### src/rtl/pipes.sv
// Shared types for the decode hazard scoreboard: latency classes, bypass selects and the per-register entry.
// Forwarding support is selected in the RTL by HAZARD_FORWARD_EN.
package pipes;

  localparam int unsigned SB_LAT_W = 4;
  localparam int unsigned AGE_W    = 2;

  typedef enum logic [1:0] {
    CLS_ALU  = 2'd0,
    CLS_LOAD = 2'd1,
    CLS_LONG = 2'd2,
    CLS_NONE = 2'd3
  } lat_cls_t;

  typedef enum logic [1:0] {
    FWD_RF  = 2'd0,
    FWD_EX  = 2'd1,
    FWD_MEM = 2'd2,
    FWD_WB  = 2'd3
  } fwd_sel_t;

  typedef struct packed {
    logic                pend;
    logic                rdy;
    logic [SB_LAT_W-1:0] cnt;
    logic [AGE_W-1:0]    age;
  } sb_entry_t;

  // Bypass source for a result that has been readable for 'age' cycles.
  function automatic fwd_sel_t age_to_fwd(input logic [AGE_W-1:0] age);
    return fwd_sel_t'(age + 2'd1);
  endfunction

endpackage

### src/rtl/hazard_sb_entry.sv
// One scoreboard entry: pending flag, result countdown and bypass age of a single register.
// rdy/cnt/age tracking exists only when HAZARD_FORWARD_EN is defined.
module hazard_sb_entry
  import pipes::*;
#(
  parameter int unsigned NSTAGE = 3
) (
  input  logic                clk,
  input  logic                reset,
  input  logic                alloc,
  input  logic [SB_LAT_W-1:0] alloc_cnt,
  input  logic                alloc_rdy,
  input  logic                wb_clr,
  input  logic                long_hit,
  output sb_entry_t           entry
);

  localparam logic [AGE_W-1:0] AGE_MAX = AGE_W'(NSTAGE - 1);

  sb_entry_t q, d;

  // Allocation beats a same-cycle writeback clear: the new producer is younger.
  always_comb begin
    d = q;
    if (alloc) begin
      d.pend = 1'b1;
      d.age  = '0;
`ifdef HAZARD_FORWARD_EN
      d.rdy  = alloc_rdy;
      d.cnt  = alloc_cnt;
`else
      d.rdy  = 1'b0;
      d.cnt  = '0;
`endif
    end else if (wb_clr) begin
      d = '0;
    end
`ifdef HAZARD_FORWARD_EN
    else if (q.pend) begin
      if (long_hit) begin
        d.rdy = 1'b1;
        d.age = '0;
      end else if (q.cnt != '0) begin
        d.cnt = q.cnt - SB_LAT_W'(1);
        if (q.cnt == SB_LAT_W'(1)) d.rdy = 1'b1;
      end else if (q.rdy && (q.age < AGE_MAX)) begin
        d.age = q.age + AGE_W'(1);
      end
    end
`endif
  end

`ifndef HAZARD_FORWARD_EN
  logic unused_in;
  assign unused_in = ^{alloc_cnt, alloc_rdy, long_hit, AGE_MAX};
`endif

  always_ff @(posedge clk or posedge reset) begin
    if (reset) q <= '0;
    else       q <= d;
  end

  assign entry = q;

endmodule

### src/rtl/hazard_scoreboard.sv
// Decode-side RAW/WAW/structural hazard scoreboard driving IF/ID stall, ID/EX bubble, flush and bypass selects.
// Define HAZARD_FORWARD_EN to bypass ready results; otherwise pending sources stall until writeback.
module hazard_scoreboard
  import pipes::*;
#(
  parameter  int unsigned NREG     = 32,
  parameter  int unsigned NSTAGE   = 3,
  parameter  int unsigned LAT_W    = SB_LAT_W,
  parameter  int unsigned LOAD_LAT = 2,
  localparam int unsigned RW       = $clog2(NREG)
) (
  input  logic          clk,
  input  logic          reset,
  input  logic          id_valid,
  input  logic [RW-1:0] id_ra1,
  input  logic [RW-1:0] id_ra2,
  input  logic          id_use1,
  input  logic          id_use2,
  input  logic [RW-1:0] id_rd,
  input  logic          id_wen,
  input  logic [1:0]    id_cls,
  input  logic          long_done,
  input  logic [RW-1:0] long_rd,
  input  logic          wb_valid,
  input  logic [RW-1:0] wb_rd,
  input  logic          ex_redirect,
  output logic          stall_if,
  output logic          bubble_ex,
  output logic          flush_if_id,
  output logic          issue,
  output logic [1:0]    fwd_sel1,
  output logic [1:0]    fwd_sel2,
  output logic          long_busy
);

  // Entry is loaded with the issue cycle's countdown step already applied.
  localparam logic [LAT_W-1:0] LOAD_CNT = LAT_W'(LOAD_LAT - 1);

  lat_cls_t            cls;
  sb_entry_t           ent [NREG];
  logic                long_busy_q;
  logic                src1_pend, src2_pend;
  logic                rd1_ok, rd2_ok;
  logic                waw, structural, stall, record;
  logic [SB_LAT_W-1:0] alloc_cnt;
  logic                alloc_rdy;

  assign cls    = lat_cls_t'(id_cls);
  assign ent[0] = '0;

  // A same-cycle writeback reads through the write-first regfile.
  assign src1_pend = id_use1 && (id_ra1 != '0) && ent[id_ra1].pend && !(wb_valid && (wb_rd == id_ra1));
  assign src2_pend = id_use2 && (id_ra2 != '0) && ent[id_ra2].pend && !(wb_valid && (wb_rd == id_ra2));

`ifdef HAZARD_FORWARD_EN
  assign rd1_ok   = ent[id_ra1].rdy;
  assign rd2_ok   = ent[id_ra2].rdy;
  assign fwd_sel1 = (id_valid && src1_pend) ? age_to_fwd(ent[id_ra1].age) : FWD_RF;
  assign fwd_sel2 = (id_valid && src2_pend) ? age_to_fwd(ent[id_ra2].age) : FWD_RF;
`else
  assign rd1_ok   = 1'b0;
  assign rd2_ok   = 1'b0;
  assign fwd_sel1 = FWD_RF;
  assign fwd_sel2 = FWD_RF;
`endif

  assign waw        = id_wen && (id_rd != '0) && ent[id_rd].pend && !(wb_valid && (wb_rd == id_rd));
  assign structural = (cls == CLS_LONG) && long_busy_q && !long_done;

  assign stall = id_valid && !ex_redirect &&
                 ((src1_pend && !rd1_ok) || (src2_pend && !rd2_ok) || waw || structural);

  assign issue       = id_valid && !stall && !ex_redirect;
  assign stall_if    = stall;
  assign bubble_ex   = stall || ex_redirect;
  assign flush_if_id = ex_redirect;
  assign long_busy   = long_busy_q;

  assign record    = issue && id_wen && (id_rd != '0) && (cls != CLS_NONE);
  assign alloc_cnt = (cls == CLS_LOAD) ? SB_LAT_W'(LOAD_CNT) : '0;
  assign alloc_rdy = (cls != CLS_LONG) && (alloc_cnt == '0);

  // A new long op issued on the completion cycle keeps the unit busy.
  always_ff @(posedge clk or posedge reset) begin
    if (reset)                          long_busy_q <= 1'b0;
    else if (issue && cls == CLS_LONG)  long_busy_q <= 1'b1;
    else if (long_done)                 long_busy_q <= 1'b0;
  end

  for (genvar r = 1; r < NREG; r++) begin : g_ent
    hazard_sb_entry #(
      .NSTAGE (NSTAGE)
    ) u_ent (
      .clk       (clk),
      .reset     (reset),
      .alloc     (record && (id_rd == RW'(r))),
      .alloc_cnt (alloc_cnt),
      .alloc_rdy (alloc_rdy),
      .wb_clr    (wb_valid && (wb_rd == RW'(r))),
      .long_hit  (long_done && (long_rd == RW'(r))),
      .entry     (ent[r])
    );

    logic unused_fields;
    assign unused_fields = ^{ent[r].rdy, ent[r].cnt, ent[r].age};
  end

endmodule

### config.mk
export PLATFORM = sky130hd
export DESIGN_NAME = hazard_scoreboard
export DESIGN_NICKNAME = d
export VERILOG_FILES = /design/src/rtl/pipes.sv /design/src/rtl/hazard_sb_entry.sv /design/src/rtl/hazard_scoreboard.sv
export SDC_FILE = /design/constraint.sdc
export NUM_CORES = 1
export LEC_CHECK = 0
export CAP_MARGIN = 20
export CORE_MARGIN = 4
export CORE_UTILIZATION = 35
export CTS_CLUSTER_DIAMETER = 100
export DETAILED_ROUTE_END_ITERATION = 10
export GPL_TIMING_DRIVEN = 0
export PLACE_DENSITY = 0.63
export SYNTH_ARGS = -nofsm -noshare
export SYNTH_HDL_FRONTEND = slang
export SYNTH_HIERARCHICAL = 1
export SYNTH_SLANG_ARGS = --single-unit
### constraint.sdc
create_clock -name clk -period 5.35 [get_ports clk]
set_input_delay 1.605 -clock clk [delete_from_list [all_inputs] [get_ports clk]]
set_output_delay 1.605 -clock clk [all_outputs]
set_load 0.01 [all_outputs]
==> impl_results.md, run 1 <==
- Outcome: completed
- Filler cell count: 899
- Final Cell Area: 3754 um^2
- Gpl congestion: 0.9609
- CP cell instances: clkdlybuf4s15_2 -> buf_6 -> buf_12 -> mux4_1 -> mux2i_1 -> nand3_1 -> nand4_4 -> o211ai_4 -> a21o_1 -> buf_2
- Chip height: 103.4 um
- Worst Path Arrival: 3.63 ns
- Flip-flop and latch area: 800.8 um^2
- First-pass GRT wire length: 15430 um
- Fraction of layout cells with a size suffix above 1: 0.1683
- Worst slew pin tran: 0.7172 ns
- Total Power: 0.6860 mW
- Mapped Cells: 377
- Placed Area: 3586 um^2
- Clock buffer depth: 2
- WL met1: 4159 um
- Period minus WS final: 5.232 ns
- RSZ-0062 raised after global routing: false
- CP Max Fanout: 9
- CTS tree: built
- Max Clock Freq: 0.1911 GHz
- Period utilization: 0.9780
- Met3 WL: 764 um
- CP Capture Type: primary output
- R2r setup slk: 2.65 ns
- Register share of total power: 0.419
- DRC: 0
- HP Class: reg -> reg
- Met2 wire len: 4761 um
- Core Footprint: 8806 um^2
- Area grow syn2layout: 17.88%
- Max Cap Viol: 0
- Worst EP required: 3.74 ns
- Comb pwr share: 0.317
- Avg Synthesized Cell Area: 8.446 um^2
- CTS Root Cell: clkbuf_8
- TritonRoute pass-1 iters: 4
- Slowest stage delay, CP: 0.58 ns
- Post-route ant nets: 0
- Final setup vio count: 0
- Leakage: 1.847 nW
- Vias after detailed routing: 2975
- Clk sink count: 32
- Critical path class: in -> out
- Int Power: 0.4513 mW
- Slowest CP cell: mux4_1
- Fin nets: 454
- Final wirelength: 9940 um
- Reg clk slew, reported paths: 0.07 ns
- Quantity of I/O buffers inserted on ports: 24
- Sw Ratio: 0.3422
- Die area: 10690 um^2
- YS warnings: 6
- H-Tree Depth: 2
- Antenna cells: 0
- Antenna violations before repair: 0
- Vias in the first global route: 2910
- Largest net degree at the start of global routing: 19
- GRT Util Overall: 0.1905
- I/O pins: 45
- Max IR drop VDD: 0.08275 mV
- Slew headroom: 0.5204
- CTS buffer count: 5
- P_sw: 0.2347 mW
- Final Max Tran Viols: 0
- Worst setup SP type: primary input
- Clock power share: 0.264
- Remaining Overflow, GRT: 0
- Detail Placement HPWL: 7436 um
- DR top layer: met4
- Mapped Area: 3184 um^2
- Endpoints failing hold: 0
- Power per Cell Area: 182.8 nW/um^2
- Wirelength per Cell: 18.97 um
- DRT iter0 DRCs: 246
- Skew-Pair Late Insertion Delay: 0.29 ns
- Die width: 103.4 um
- Clock Skew: 0.008450 ns
- Initial core utilization: 0.3616
- Drt via density: 5.677
- Multi-input logic area: 1926 um^2
- Std cell rows: 34
-- final timing paths --
| kind | start | endpoint | depth (start not counted) |
|---|---|---|---|
| setup / recovery | id_ra2[0] | bubble_ex | 10 |
| hold / removal | g_ent[20].u_ent/entry[7] | g_ent[20].u_ent/entry[7] | 1 |
| setup reg to reg | g_ent[19].u_ent/entry[7] | g_ent[18].u_ent/entry[7] | 9 |
| hold reg to reg | g_ent[20].u_ent/entry[7] | g_ent[20].u_ent/entry[7] | 1 |
| max in group asynchronous | reset | g_ent[21].u_ent/entry[7] | 3 |
| min in group asynchronous | reset | g_ent[12].u_ent/entry[7] | 2 |
-- layout by cell type, fill, tap and decap left out, types with 3 or more instances in the layout --
master,count
inv_1,69
nor4_1,32
a21o_1,32
dfrtp_1,32
nor2_1,29
mux2i_1,27
clkdlybuf4s50_1,19
clkbuf_1,14
nand2_1,12
nand3_1,9
clkbuf_8,9
buf_4,9
nand2b_1,8
xor2_1,8
nor3_1,8
buf_2,7
xnor2_1,7
mux4_2,7
buf_6,5
mux4_1,5
nor2b_1,4
a22oi_1,4
a21oi_1,4
or2b_2,4
conb_1,4
or2_2,3
nor4_2,3
-- flip-flops by register name (all words and copies together), names as in the netlist --
| register | count |
|---|---|
| g_ent.u_ent/entry | 31 |
| long_busy | 1 |
-- per-layer routing --
layer  track usage  vias up
met5             0        -
met4       0.05279        0
met3       0.03890       25
met2        0.3225      135
met1        0.2465     1453
li1              -     1362
-- power by group through the flow --
| stage | Combinational, mW | Clock [mW] | Sequential [mW] |
|---|---|---|---|
| floorplan | 0.142 | 0 | 0.278 |
| global placement | 0.202 | 0 | 0.289 |
| detailed placement | 0.205 | 0 | 0.291 |
| CTS | 0.217 | 0.186 | 0.286 |
| global route | 0.235 | 0.194 | 0.289 |
| finish | 0.218 | 0.181 | 0.287 |
-- through the flow --
step	util	instances	hold slack (ns)	worst slack (ns)	setup TNS, ns
5_1_grt	0.4263	524	0.5690	0.05680	0
6_report	0.4263	524	0.5490	0.1178	0
3_3_place_gp	0.4055	512	0.5142	-0.8233	-2.408
3_5_place_dp	0.4072	513	0.5339	-0.8568	-2.516
4_1_cts	0.4267	526	0.5492	0.01744	0
2_1_floorplan	-	380	0.4794	0.3471	0
-- final cells by class --
| type | instances | area share |
|---|---|---|
| Inverter | 69 | 0.06900 |
| Buffer | 35 | 0.06433 |
| Timing Repair Buffer | 31 | 0.08367 |
| Clock buffer | 6 | 0.01933 |
| Sequential cell | 32 | 0.2133 |
| Multi-Input combinational cell | 242 | 0.5130 |
| Tap cell | 108 | 0.03600 |
| Clock inverter | 1 | 0.001333 |
-- repair_timing --
| action | 4_1_cts | 5_1_grt |
|---|---|---|
| hold endpoints to repair | 0 | 0 |
| resized for setup | 20 | 4 |
| setup buffers | 6 | 0 |
| pin swaps | 3 | 0 |
| setup endpoints to repair | 3 | 3 |
| hold buffers | 0 | 0 |
-- worst max-delay path: cells and delay by family --
kind / cells / cell delay (ns)
AO/OA/AOI/OAI: 2 / 0.31
buffers and inverters: 4 / 0.56
multiplexers: 2 / 0.85
AND/OR/NAND/NOR: 2 / 0.31
Note: power is estimated with default switching activity, not from simulation.
==> inputs of run 2 (changes only) <==
Settings changed: ABC_AREA set to 1, PLACE_DENSITY 0.63 to 0.62.
==> impl_results.md, run 2 <==
- Final wirelength: 12430 um (+25%)
- Area grow syn2layout: 17.59%
- Gpl congestion: 1.012 (+5.3%)
- Antenna cells: 0 (unchanged)
- TritonRoute pass-1 iters: 5 (+1)
- CTS buffer count: 5 (unchanged)
- Final setup vio count: 0 (unchanged)
- Most frequent cells in the layout: 227 x nand2_1, 138 x inv_1, 83 x nand3_1, 63 x nor2_1, 34 x nor2_4
- Period minus WS final: 5.130 ns (-0.1017 ns)
- CTS Root Cell: clkbuf_8
- DRC: 0 (unchanged)
- Worst reg2reg endpoint: g_ent[13].u_ent/entry[7]
- Total Power: 0.7065 mW (+3.0%)
- Quantity of I/O buffers inserted on ports: 32 (+33%)
- Die area: 12390 um^2 (+16%)
- Avg Synthesized Cell Area: 5.685 um^2 (-33%)
- I/O pins: 45 (unchanged)
- Wirelength per Cell: 14.82 um (-22%)
- Fin Hold WS: 0.5004 ns (-0.04859 ns)
- Clk sink count: 32 (unchanged)
- Period utilization: 0.9590 (-0.01901)
- First-pass GRT wire length: 19930 um (+29%)
- CTS Hold Buffers Added: 0 (unchanged)
- Largest net degree at the start of global routing: 19 (unchanged)
- Worst hold start: g_ent[13].u_ent/entry[7]
- R2r setup slk: 3.38 ns (+0.73 ns)
- Post-Layout Cell Count: 839 (+60%)
- CP cell instances: clkdlybuf4s50_1 -> inv_2 -> a21oi_1 -> nand3_1 -> nand3_1 -> nand3_1 -> nand3_1 -> nand2_4 -> nor3b_1 -> dlygate4sd2_1
- Outcome: completed
- Worst setup SP type: primary input
- Critical Path Most Common Cell: nand3_1
- # placed instances: 829 (+62%)
- Mapped Area: 3735 um^2 (+17%)
- Reg clk slew, reported paths: 0.07 ns (about the same)
- Worst slew pin tran: 0.6974 ns (-0.01981 ns)
- Mapped Cells: 657 (+74%)
- Die width: 111.3 um (+7.7%)
- Clock buffer depth: 2 (unchanged)
- Vias in the first global route: 3697 (+27%)
- Vias after detailed routing: 4030 (+35%)
- Skew-Pair Late Insertion Delay: 0.29 ns (about the same)
- Commonest non-fill, non-tap cell in the layout: nand2_1
- Std cell rows: 37 (+8.8%)
- Post-route ant nets: 0 (unchanged)
- Drt via density: 4.803 (-15%)
- Placed Area: 4264 um^2 (+19%)
- Max IR drop VDD: 0.07877 mV (-4.8%)
- DRT iter0 DRCs: 425 (+73%)
- Worst Path Arrival: 3.53 ns (-0.10 ns)
- R2r worst-path depth: 14 (+5)
- Place WS: -0.3621 ns (+0.4947 ns)
- Hold path depth: 2 (+1)
- Worst EP required: 3.74 ns (about the same)
- H-Tree Depth: 2 (unchanged)
- Core Footprint: 10370 um^2 (+18%)
- Worst hold endpoint: g_ent[13].u_ent/entry[7]
- Endpoints failing hold: 0 (unchanged)
- Clock Skew: 0.006134 ns (-0.002315 ns)
- Slowest CP cell: clkdlybuf4s50_1
- Fin nets: 740 (+63%)
- Max Clock Freq: 0.1949 GHz (+2.0%)
- Initial core utilization: 0.3602 (-0.001449)
- YS warnings: 6 (unchanged)
- Max Cap Viol: 0 (unchanged)
- Slowest stage delay, CP: 0.61 ns (+0.03 ns)
- Remaining Overflow, GRT: 0 (unchanged)
- Reg-to-reg startpoint: g_ent[12].u_ent/entry[7]
- CTS tree: built
- CP Capture Type: primary output
- Final Cell Area: 4392 um^2 (+17%)
- Power per Cell Area: 160.9 nW/um^2 (-12%)
- Final Max Tran Viols: 0 (unchanged)
- Final Worst Setup Slack: 0.2195 ns (+0.1017 ns)
- Detail Placement HPWL: 9598 um (+29%)
- Critical path class: in -> out
- Slew headroom: 0.5336 (+0.01325)
- Final core occ: 0.4235 (-0.002753)
- GRT Util Overall: 0.2029 (+0.01238)
- Final TNS setup: 0 ns (unchanged)
- HP Class: reg -> reg
- Number of flip-flops in the largest register: 31 (unchanged)
- CP Max Fanout: 6 (-3)
- RSZ-0062 raised after global routing: false
- Antenna violations before repair: 0 (unchanged)
- Leakage: 2.176 nW (+18%)
- Fraction of layout cells with a size suffix above 1: 0.1181 (-0.05020)
- Chip height: 111.3 um (+7.7%)
[run 2: metal layers]
layer / part of all wire / vias up / GRT usage
li1: - / 2014 / -
met1: 0.44 / 1822 / 0.2834
met2: 0.45 / 177 / 0.3241
met3: 0.083 / 17 / 0.02784
met4: 0.023 / 0 / 0.06488
met5: 0 / - / 0
[run 2: what timing repair did]
item | CTS | global route
resized for setup | 24 | 3
buffers inserted | 2 | 0
gates cloned | 0 | 0
endpoints found under the setup margin | 3 | 2
pin swaps | 1 | 1
[run 2: power by group]
group	leakage (nW)	total, mW	switching (mW)	internal, mW
Clock	0.0455	0.199	0.0943	0.105
Combinational	1.69	0.224	0.144	0.0801
Sequential	0.440	0.283	0.0240	0.259
Total	2.18	0.707	0.263	0.444
[run 2: how the worst max path moves through the flow]
stage | startpoint | slack, ns | end | depth (start not counted)
floorplan | id_ra1[0] | 0.95 | stall_if | 12
global placement | id_ra2[0] | -0.33 | stall_if | 13
detailed placement | id_ra2[0] | -0.36 | stall_if | 13
CTS | id_ra2[2] | 0.003 | stall_if | 12
global route | id_ra1[1] | 0.09 | issue | 11
finish | id_ra2[2] | 0.22 | issue | 10
[run 2: worst max-delay path, delay by kind of cell]
family	cells	cell delay, ns
compound gates	1	0.13
simple gates	6	0.75
buf+inv	3	1.03
[run 2: layout make-up]
class	count	area [um^2]
Multi-Input combinational cell	453	2192
Buffer	25	216.5
Clock buffer	8	90.09
Timing Repair Buffer	35	355.3
Inverter	150	566.8
Tap cell	136	170.2
Sequential cell	32	800.8
Fill cell	1122	5978
==> inputs of run 3 (changes only) <==
Settings changed: CORE_MARGIN 4 to not set, CORE_UTILIZATION 35 to 40, PLACE_DENSITY 0.62 to 0.68.
==> impl_results.md, run 3 (synthesis gave the netlist of run 2 again) <==
- Outcome: completed
- TritonRoute pass-1 iters: 5 (unchanged)
- Antenna violations before repair: 0 (unchanged)
- Worst setup SP type: primary input
- Worst path bufs/invs: 3 (unchanged)
- Post-route ant nets: 0 (unchanged)
- Std cell rows: 34 (-8.1%)
- DRT iter0 DRCs: 324 (-24%)
- Final wirelength: 12190 um (-2.0%)
- H-Tree Depth: 2 (unchanged)
- Drt via density: 5.000 (+4.1%)
- Multi-input logic area: 2187 um^2 (-0.23%)
- Largest net degree at the start of global routing: 24 (+5)
- Initial core utilization: 0.4201 (+0.05991)
- Final setup vio count: 0 (unchanged)
- Hold path depth: 2 (unchanged)
- Max IR drop VDD: 0.1160 mV (+47%)
- Worst reg2reg endpoint: g_ent[11].u_ent/entry[7]
- Fraction of layout cells with a size suffix above 1: 0.1236 (+0.005514)
- First-pass GRT wire length: 19530 um (-2.0%)
- Crit path max-delay family: buffers and inverters
- CP Capture Type: primary output
- CTS tree: built
- Number of flip-flops in the largest register: 31 (unchanged)
- Core Footprint: 8891 um^2 (-14%)
- Period utilization: 0.9961 (+0.03715)
- Critical path class: in -> out
- CP startpoint: id_rd[0]
- Skew-Pair Late Insertion Delay: 0.29 ns (about the same)
- Endpoints failing hold: 0 (unchanged)
- Detail Placement HPWL: 9424 um (-1.8%)
- CTS Root Cell: clkbuf_8
- RSZ-0062 raised after global routing: true
- Wirelength per Cell: 15.01 um (+1.3%)
- Gpl congestion: 0.9481 (-6.3%)
- Fin Hold WS: 0.5054 ns (+0.005027 ns)
- CP Max Fanout: 10 (+4)
- R2r setup slk: 3.26 ns (-0.12 ns)
- Worst EP required: 3.74 ns (about the same)
- Critical Path Most Common Cell: nor2_1
- Clock Skew: 0.006861 ns (+0.0007264 ns)
- CTS Hold Buffers Added: 0 (unchanged)
- Worst slew pin tran: 0.5531 ns (-0.1443 ns)
- Final Max Tran Viols: 0 (unchanged)
- Area grow syn2layout: 17.76%
- Fin nets: 741 (+0.14%)
- Quantity of I/O buffers inserted on ports: 32 (unchanged)
- Slowest stage delay, CP: 0.56 ns (-0.05 ns)
- Reg-to-reg startpoint: g_ent[29].u_ent/entry[7]
- GRT Util Overall: 0.2605 (+0.05768)
- # placed instances: 801 (-3.4%)
- Vias after detailed routing: 4060 (+0.74%)
- Post-Layout Cell Count: 812 (-3.2%)
- HP Class: reg -> reg
- Chip height: 98.63 um (-11%)
- Power per Cell Area: 175.7 nW/um^2 (+9.2%)
- Vias in the first global route: 3799 (+2.8%)
- Remaining Overflow, GRT: 0 (unchanged)
- Crit path capture: issue
- Leakage: 2.197 nW (+0.94%)
- Die area: 9728 um^2 (-21%)
- Reg clk slew, reported paths: 0.08 ns (about the same)
- Slowest CP cell: clkdlybuf4s50_1
- DRC: 0 (unchanged)
- I/O pins: 45 (unchanged)
- CP cell instances: dlygate4sd2_1 -> nor2_2 -> buf_6 -> nand2_1 -> o21ai_1 -> nor2_1 -> nor2_1 -> nor2_1 -> nand2_1 -> nand3_2 -> nand2_4 -> nor3b_1 -> clkdlybuf4s50_1
- Slew headroom: 0.6313 (+0.09765)
- Worst Path Arrival: 3.72 ns (+0.19 ns)
- Most frequent cells in the layout: 227 x nand2_1, 137 x inv_1, 83 x nand3_1, 63 x nor2_1, 33 x nor2_4
- Antenna cells: 0 (unchanged)
- Flip-flop and latch area: 800.8 um^2 (unchanged)
- Max Clock Freq: 0.1876 GHz (-3.7%)
- Period minus WS final: 5.329 ns (+0.1988 ns)
- Clock buffer depth: 2 (unchanged)
- Commonest non-fill, non-tap cell in the layout: nand2_1
- Die width: 98.63 um (-11%)
- Total Power: 0.7725 mW (+9.3%)
- Clk sink count: 32 (unchanged)
- Max Cap Viol: 0 (unchanged)
- Filler cell count: 924 (-18%)
- R2r worst-path depth: 14 (unchanged)
- CTS buffer count: 5 (unchanged)
- Stages on the worst setup path: 13 (+3)
[run 3: timing repair]
item | 4_1_cts | 5_1_grt
setup buffers | 3 | 0
endpoints found under the setup margin | 3 | 3
pin swaps | 1 | 1
resized for setup | 25 | 2
[run 3: layer usage]
metal | part of all wire | track usage | vias to the layer above
li1 | - | - | 2027
met1 | 0.45 | 0.3598 | 1808
met2 | 0.45 | 0.4258 | 203
met3 | 0.078 | 0.03191 | 22
met4 | 0.017 | 0.08037 | 0
met5 | 0 | 0 | -
[run 3: tightest hold or removal path, cell delays in order (launching register included)]
cell     delay, ns
dfrtp_1       0.37
nand2_1       0.06
nand2_1       0.04
[run 3: worst min path at each step]
stage | startpoint | end | slack (ns)
6_report | g_ent[24].u_ent/entry[7] | g_ent[24].u_ent/entry[7] | 0.51
3_3_place_gp | long_busy | long_busy | 0.49
4_1_cts | g_ent[24].u_ent/entry[7] | g_ent[24].u_ent/entry[7] | 0.51
2_1_floorplan | g_ent[24].u_ent/entry[7] | g_ent[24].u_ent/entry[7] | 0.46
5_1_grt | g_ent[24].u_ent/entry[7] | g_ent[24].u_ent/entry[7] | 0.56
3_5_place_dp | g_ent[24].u_ent/entry[7] | g_ent[24].u_ent/entry[7] | 0.49
[run 3: area by class of cell]
class,count,area share
sequential,32,0.1821
timing repair buffer,36,0.08250
buffer,25,0.05007
inverter,150,0.1286
multi-input combinational,453,0.4973
clock buffer,7,0.02191
tap,108,0.03073
clock inverter,1,0.006828
[run 3: per-stage QoR]
step	util	setup slack (ns)	TNS, ns	instance area (um^2)
2_1_floorplan	-	0.9475	0	3746
3_3_place_gp	0.4726	-0.2712	-0.7230	4202
3_5_place_dp	0.4757	-0.2952	-0.7816	4229
4_1_cts	0.4941	0.001446	0	4393
5_1_grt	0.4947	-0.1337	-0.1337	4398
6_report	0.4947	0.02076	0	4398
[run 3: power by group]
part	internal [mW]	leakage [nW]	switching, mW	total (mW)
clock network	0.165	0.0645	0.102	0.266
registers	0.259	0.440	0.0233	0.282
logic	0.0806	1.69	0.144	0.225
total	0.504	2.20	0.269	0.773
